## config.mk

```make
export PLATFORM = sky130hd
export DESIGN_NAME = code_tracker
export DESIGN_NICKNAME = d
export VERILOG_FILES = /design/src/rtl/code_tracker_pkg.sv /design/src/rtl/code_tracker_therm_decode.sv /design/src/rtl/code_tracker.sv
export SDC_FILE = /design/constraint.sdc
export NUM_CORES = 1
export LEC_CHECK = 0
export BUFFER_PORTS_ARGS = -buffer_cell sky130_fd_sc_hd__buf_2
export CAP_MARGIN = 25
export CORE_MARGIN = 5
export CORE_UTILIZATION = 43
export DETAILED_ROUTE_END_ITERATION = 7
export PLACE_DENSITY = 0.75
export SLEW_MARGIN = 20
export SYNTH_ARGS = -nofsm -noshare
export SYNTH_HDL_FRONTEND = slang
export SYNTH_SLANG_ARGS = --single-unit
```

## constraint.sdc

```tcl
create_clock -name clk4 -period 9.3 [get_ports clk4]
set_clock_uncertainty 0.1 [all_clocks]
set_input_delay 1.86 -clock clk4 [delete_from_list [all_inputs] [get_ports clk4]]
set_output_delay 1.86 -clock clk4 [all_outputs]
set_load 0.02 [all_outputs]
```

## src/rtl/code_tracker_pkg.sv

```systemverilog
// Shared widths, settle depth and FSM state type for the code tracker.
package code_tracker_pkg;
  localparam int CODE_W      = 10;
  localparam int THERM_W     = 16;
  localparam int SETTLE_SKIP = 2;

  typedef enum logic [1:0] {
    IDLE   = 2'd0,
    SETTLE = 2'd1,
    TRACK  = 2'd2
  } state_t;
endpackage

```

## src/rtl/code_tracker_therm_decode.sv

```systemverilog
// Coarse thermometer: bit k is set when k is below the 4-bit coarse code.
module therm_decode
  import code_tracker_pkg::*;
(
  input  logic [3:0]         coarse,
  output logic [THERM_W-1:0] therm
);
  generate
    for (genvar gi = 0; gi < THERM_W; gi++) begin : g_bit
      assign therm[gi] = (4'(gi) < coarse);
    end
  endgenerate
endmodule

```

## src/rtl/code_tracker.sv

```systemverilog
// Delay-code tracker: SAR load, filtered +/-1 stepping, lock detection.
// Optional freeze input enabled by defining CODE_TRACK_FREEZE_EN.
module code_tracker
  import code_tracker_pkg::*;
#(
  parameter int FILT_LEN = 4,
  parameter int LOCK_CNT = 8
) (
  input  logic              clk4,
  input  logic              rst,
  input  logic              load,
  input  logic [CODE_W-1:0] sar_code,
  input  logic              COMP,
  input  logic              comp_valid,
`ifdef CODE_TRACK_FREEZE_EN
  input  logic              freeze,
`endif
  output logic [CODE_W-1:0] Q,
  output logic [THERM_W-1:0] T,
  output logic [THERM_W-1:0] Tb,
  output logic              locked
);
  localparam logic signed [4:0] FILT_POS  = 5'(FILT_LEN);
  localparam logic signed [4:0] FILT_NEG  = -5'(FILT_LEN);
  localparam logic [7:0]        LOCK_MAX  = 8'(LOCK_CNT);
  localparam logic [1:0]        SKIP_LAST = 2'(SETTLE_SKIP - 1);

  state_t              state_reg;
  logic signed [4:0]   acc_reg;
  logic signed [4:0]   acc_next;
  logic [7:0]          lock_cnt_reg;
  logic [7:0]          lock_cnt_next;
  logic [1:0]          settle_cnt_reg;
  logic [CODE_W-1:0]   q_reg;
  logic [CODE_W-1:0]   q_next;
  logic [THERM_W-1:0]  t_reg;
  logic [THERM_W-1:0]  therm_next;
  logic                locked_reg;
  logic                frz;
  logic                sample;
  logic                hit_pos;
  logic                hit_neg;
  logic                step;

`ifdef CODE_TRACK_FREEZE_EN
  assign frz = freeze;
`else
  assign frz = 1'b0;
`endif

  assign sample        = (state_reg == TRACK) && comp_valid && !frz;
  assign acc_next      = COMP ? (acc_reg - 5'sd1) : (acc_reg + 5'sd1);
  assign hit_pos       = sample && (acc_next == FILT_POS);
  assign hit_neg       = sample && (acc_next == FILT_NEG);
  // A threshold hit against a rail is not a step.
  assign step          = !load && ((hit_pos && !(&q_reg)) || (hit_neg && (q_reg != '0)));
  assign lock_cnt_next = lock_cnt_reg + 8'd1;

  always_comb begin
    q_next = q_reg;
    if (load)
      q_next = sar_code;
    else if (hit_pos && !(&q_reg))
      q_next = q_reg + 10'd1;
    else if (hit_neg && (q_reg != '0))
      q_next = q_reg - 10'd1;
  end

  // T is registered from the next code so it moves together with Q.
  therm_decode u_therm (
    .coarse (q_next[CODE_W-1 -: 4]),
    .therm  (therm_next)
  );

  always_ff @(posedge clk4) begin
    if (rst) begin
      state_reg      <= IDLE;
      q_reg          <= '0;
      t_reg          <= '0;
      acc_reg        <= '0;
      lock_cnt_reg   <= '0;
      settle_cnt_reg <= '0;
      locked_reg     <= 1'b0;
    end else begin
      q_reg <= q_next;
      t_reg <= therm_next;
      if (load) begin
        state_reg      <= SETTLE;
        acc_reg        <= '0;
        lock_cnt_reg   <= '0;
        settle_cnt_reg <= '0;
        locked_reg     <= 1'b0;
      end else begin
        case (state_reg)
          IDLE: ;
          SETTLE: begin
            if (comp_valid) begin
              if (settle_cnt_reg == SKIP_LAST) begin
                state_reg      <= TRACK;
                settle_cnt_reg <= '0;
              end else begin
                settle_cnt_reg <= settle_cnt_reg + 2'd1;
              end
            end
          end
          TRACK: begin
            if (sample) begin
              if (step) begin
                state_reg      <= SETTLE;
                acc_reg        <= '0;
                lock_cnt_reg   <= '0;
                settle_cnt_reg <= '0;
                locked_reg     <= 1'b0;
              end else begin
                acc_reg <= (hit_pos || hit_neg) ? 5'sd0 : acc_next;
                if (lock_cnt_reg != LOCK_MAX) begin
                  lock_cnt_reg <= lock_cnt_next;
                  locked_reg   <= (lock_cnt_next >= LOCK_MAX);
                end
              end
            end
          end
          default: state_reg <= IDLE;
        endcase
      end
    end
  end

  assign Q      = q_reg;
  assign T      = t_reg;
  assign Tb     = ~t_reg;
  assign locked = locked_reg;
endmodule

```

==> out/results.ini, run 1 <==
[outcome]
outcome = complete, no violations

[setup_path]
max_stage_delay_ns = 0.50
slowest_stage = or4_1
cp_common_cell = o31ai_1
path_cells = buf_2 > inv_1 > fa_1 > xnor2_1 > and3_1 > or3b_4 > or4_1 > mux2i_1 > o31ai_1 > or2_0 > o31ai_1
startpoint_type = input pin
worstPathMaxFanout = 7
cp_data_required_time_ns = 9.36
crit_path_end_kind = flop
crit_type = in2reg
path_delay_family = simple AND/OR/NAND/NOR gates
worst_ep_arrival_time_ns = 5.10
worst-path-buf-inv = 2

[final_layout]
final.fill_count = 530
layout.cells.non_filler = 412
multiInputGateArea_sq_mm = 0.00132
drive_gt1_share_pct = 21.5
largest_reg_flops = 15
fin_nets = 363
n_antenna_cell = 0
finish.utilization_pct = 50.4
seq_area_sq_um = 841
area_growth_syn_to_layout_pct = 15.8

[route]
viasPerCell = 5.36
drcViolationCount = 0
routedWlPerCell_um = 13.2
final_antenna_net_count = 0
vias = 2209
routed_wirelength_um = 5450
drtIter0Drc = 130
drtPass1Iterations = 4

[synthesis]
netlist.top_cell.by_area = dfxtp_1
synth-main-ff-cell = dfxtp_1
synth.area.top_cells = dfxtp_1 (36%), a21oi_1 (5.5%), nor2_1 (4.6%)
async_reset_ff_share_pct = 0
ys_seq_area_share_pct = 35.8
netlist_instances = 293
syn_area_per_cell_sq_um = 8.02
syn_area_sq_mm = 0.00235
synth_common_cells = dfxtp_1 (42), nor2_1 (29), a21oi_1 (26), inv_1 (26), nand2_1 (23)
synth_fp_nets = 317
yosysUniqueCellTypes = 54
synthMostInstantiatedCell = dfxtp_1
ys_seq_elements = 42
yosysTopAreaCellShare_pct = 35.8
synth_edf_count = 0
yosysWarnings = 0

[floorplan]
fp-row-count = 27
core_sq_mm = 0.00541
initial_core_util_pct = 43.5
die_area_sq_mm = 0.00705
die_w_um = 83.9
fp.dieH_um = 83.9
ioPinCount = 58

[cts]
clk_pin_slew_worst_paths_ns = 0.07
cts.sinks = 42
cts_made_buffers = 5
clockBufferDepth = 2
hold_buffers = 0
cts-root-buf = clkbuf_8
clock_latency_ns = 0.30
post_cts_buffers = 0
tritoncts = yes
htreeDepth = 2
ctsResizeCount = 0

[power_and_ir_drop]
vdd_drop_max_mv = 0.105
p_per_area_mw_per_mm2 = 140
leakage_nw = 1.19

[global_route]
antenna_found_initial = 0
grt_max_degree = 22
track_usage_pct = 15.7
globalRoute.totalOverflow = 0
grt_pass1_wl_um = 9180
grt_pass1_vias = 2005

[timing]
timing.final.crit_share_pct = 54.2
worst_slew_pin_slew_ns = 0.695
maxSlewHeadroom_pct = 53.3
setup_violations = 0
fin_hold_ws_ns = 0.331
fin_setup_tns_ns = 0
slew_violations = 0
rsz0062_at_grt = no
period_needed_ns = 5.04
hold_viol_final = 0
fmax_mhz = 198

[run]
maxCapViolCount = 0

[placed_design]
portBuffers = 55
place.gp.congestion = 0.875
dp.final_hpwl_um = 4090
dp.cells = 403

[hold_path]
hold_path_class = reg2reg

==> per-stage QoR <==
step                total power [mW]  setup WS, ns  instance area (sq um)
finish                         0.381          4.26                   2720
floorplan                      0.243          4.53                   2350
global placement               0.261          4.02                   2620
global route                   0.401          4.02                   2720
detailed placement             0.262          3.98                   2620
CTS                            0.387          4.29                   2720
==> area by class of cell <==
| type | instances | share of cell area (%) |
|---|---|---|
| Multi-Input combinational cell | 208 | 48.4 |
| Sequential cell | 42 | 30.9 |
| Timing Repair Buffer | 56 | 10.3 |
| Inverter | 26 | 3.58 |
| Tap cell | 72 | 3.31 |
| Clock buffer | 6 | 3.03 |
| Clock inverter | 2 | 0.460 |
==> power by group <==
group          internal [mW]  switching, mW  leakage [nW]  total (mW)
registers              0.187        0.00741         0.344       0.195
logic                 0.0225         0.0409         0.798      0.0634
clock network         0.0596         0.0636        0.0472       0.123
==> layer usage <==
metal	global-route usage, %	routed length [um]	vias up
met5	0	0	-
met1	19.4	2260	1012
met3	3.95	335	15
li1	-	-	1104
met4	8.04	132	0
met2	25.2	2720	78
==> tightest hold or removal path, stage by stage (launching register included) <==
cell and delay (ns):
dfxtp_1 0.31, nand2_1 0.05, a21oi_1 0.03
==> placed cells by master, fill, tap and decap left out, types with 3 or more instances in the layout <==
master	n
or3_1	4
o31ai_1	3
nand4_1	4
nor3_1	8
a21oi_1	26
and3_1	7
dfxtp_1	42
a22oi_1	5
mux2i_1	3
xnor2_1	9
nor2b_1	3
nand3_1	9
inv_1	26
buf_2	56
nand2_1	23
nor2_1	29
o21ai_0	10
xor2_1	6
ha_1	8
clkbuf_8	6
or4_1	4
==> final timing paths <==
check        slack (ns)                             end  depth (start not counted)                      startpoint
max                4.26                 T[5]$_SDFF_PP0_                         11                            COMP
min                0.33  settle_cnt_reg[1]$_SDFFE_PP0P_                          2  settle_cnt_reg[1]$_SDFFE_PP0P_
max reg2reg        5.62                 T[5]$_SDFF_PP0_                         10         acc_reg[0]$_SDFFE_PP0P_
min reg2reg        0.33  settle_cnt_reg[1]$_SDFFE_PP0P_                          2  settle_cnt_reg[1]$_SDFFE_PP0P_
==> kinds of logic after synthesis <==
group / count (synthesis) / synth area share, %
simple gates: 116 / 26.6
compound gates: 63 / 17.2
buf+inv: 43 / 8.14
flops: 42 / 35.8
xor+xnor: 15 / 5.59
fa+ha+maj: 9 / 5.11
mux: 3 / 1.28
other cells: 2 / 0.319
Note: power is estimated with default switching activity, not from simulation.
==> run 2, diff against run 1 <==
Clock period 9.3 ns to 5 ns, I/O delays scaled along.
==> run 2 against run 1 <==
Combinational power increased by 88%. Via count is 1.0% lower. Core utilization about the same. Clock power up 89%. Critical path depth unchanged. Sequential share of layout area about the same. Register-to-register slack lost 4.3 ns. Sequential cell count stayed put. Clock-buffer cell count did not move. Global-route usage grew 1.1 points. Largest power group unchanged.
==> out/results.ini, run 2 (same netlist as run 1, synthesis figures left out) <==
[final_layout]
largest_reg_flops = 15
final.fill_count = 538
layout_common_cells = buf_2 (55), dfxtp_1 (42), nor2_1 (29)
final_common_cell = buf_2
seq_area_sq_um = 841
drive_gt1_share_pct = 21.5
n_antenna_cell = 0
multiInputGateArea_sq_mm = 0.00132
fin_nets = 363
area_growth_syn_to_layout_pct = 15.9

[floorplan]
die_w_um = 83.9
core_sq_mm = 0.00541
die_area_sq_mm = 0.00705
fp-row-count = 27
ioPinCount = 58
initial_core_util_pct = 43.5
fp.dieH_um = 83.9

[cts]
cts-root-buf = clkbuf_8
cts.sinks = 42
hold_buffers = 0
clk_pin_slew_worst_paths_ns = 0.08
tritoncts = yes
post_cts_buffers = 0
ctsResizeCount = 0
cts_made_buffers = 5
clock_latency_ns = 0.30
htreeDepth = 2
clockBufferDepth = 2

[placed_design]
portBuffers = 55
dp.final_hpwl_um = 4260
place.gp.congestion = 0.889

[timing]
period_needed_ns = 4.16
rsz0062_at_grt = no
slew_violations = 0
fmax_mhz = 241
fin_hold_ws_ns = 0.331
worst_slew_pin_slew_ns = 0.795
maxSlewHeadroom_pct = 46.6
timing.final.crit_share_pct = 83.1
setup_violations = 0
fin_setup_tns_ns = 0
hold_viol_final = 0

[setup_path]
max_stage_delay_ns = 0.50
worst_ep_arrival_time_ns = 4.22
crit_type = in2reg
path_cells = buf_2 > inv_1 > fa_1 > xnor2_1 > and3_1 > or3b_4 > or4_1 > mux2i_1 > o31ai_1 > or2_0 > o31ai_1
cp_data_required_time_ns = 5.06
rrSetupSlack_ns = 1.33
slowest_stage = or4_1
worstPathMaxFanout = 7
crit_path_end_kind = flop
startpoint_type = input pin
cp_common_cell = o31ai_1

[global_route]
antenna_found_initial = 0
track_usage_pct = 16.8
grt_pass1_vias = 2139
globalRoute.totalOverflow = 0
grt_pass1_wl_um = 9810
grt_max_degree = 22

[hold_path]
hold_path_class = reg2reg

[route]
drtPass1Iterations = 4
routed_wirelength_um = 5710
final_antenna_net_count = 0
drtIter0Drc = 120
vias = 2186
drcViolationCount = 0
routedWlPerCell_um = 13.9
viasPerCell = 5.31

[outcome]
outcome = complete, no violations

[power_and_ir_drop]
leakage_nw = 1.19
vdd_drop_max_mv = 0.140
p_per_area_mw_per_mm2 = 262

[run]
maxCapViolCount = 0

-- run 2: report_power, final --
part / switching (mW) / internal [mW] / total [mW]
registers: 0.0144 / 0.348 / 0.363
clock network: 0.121 / 0.111 / 0.232
logic: 0.0773 / 0.0419 / 0.119
total: 0.213 / 0.501 / 0.714
-- run 2: final cells by class --
type | instances | area share, %
Timing Repair Buffer | 56 | 10.4
Sequential cell | 42 | 30.9
Tap cell | 72 | 3.31
Clock inverter | 2 | 0.459
Multi-Input combinational cell | 208 | 48.4
Inverter | 26 | 3.58
Clock buffer | 6 | 3.03
-- run 2: layer usage --
layer  GRT usage [%]  up-vias  wire [um]
li1                -     1103          -
met4            6.58        0         99
met2            28.9       50       2850
met3            4.15       12        306
met1            20.0     1021       2460
met5               0        -          0
-- run 2: final timing paths --
kind                                                startpoint                              to  depth (start not counted)
worst max-delay path                                      COMP                 T[5]$_SDFF_PP0_                         11
worst min-delay path            settle_cnt_reg[1]$_SDFFE_PP0P_  settle_cnt_reg[1]$_SDFFE_PP0P_                          2
worst max register to register         acc_reg[0]$_SDFFE_PP0P_                 T[5]$_SDFF_PP0_                         10
worst min register to register  settle_cnt_reg[1]$_SDFFE_PP0P_  settle_cnt_reg[1]$_SDFFE_PP0P_                          2
-- run 2: stage by stage --
step	std cells	worst slack (ns)	cell area (sq um)	power (mW)	utilization, %
after floorplan	293	1.09	2350	0.452	-
after global placement	404	0.704	2630	0.487	48.7
after detailed placement	404	0.547	2630	0.490	48.7
after CTS	412	0.868	2730	0.720	50.4
after global routing	412	0.564	2730	0.751	50.4
final	412	0.843	2730	0.714	50.4
-- run 2: critical path: cells and delay by family --
| kind | cells | cell delay [ns] |
|---|---|---|
| adders and majority gates | 1 | 0.45 |
| AOI/OAI and AO/OA | 2 | 0.59 |
| and+or+nand+nor | 4 | 1.62 |
| xor gates and xnor gates | 1 | 0.20 |
| muxes | 1 | 0.14 |
| buffers and inverters | 2 | 0.21 |
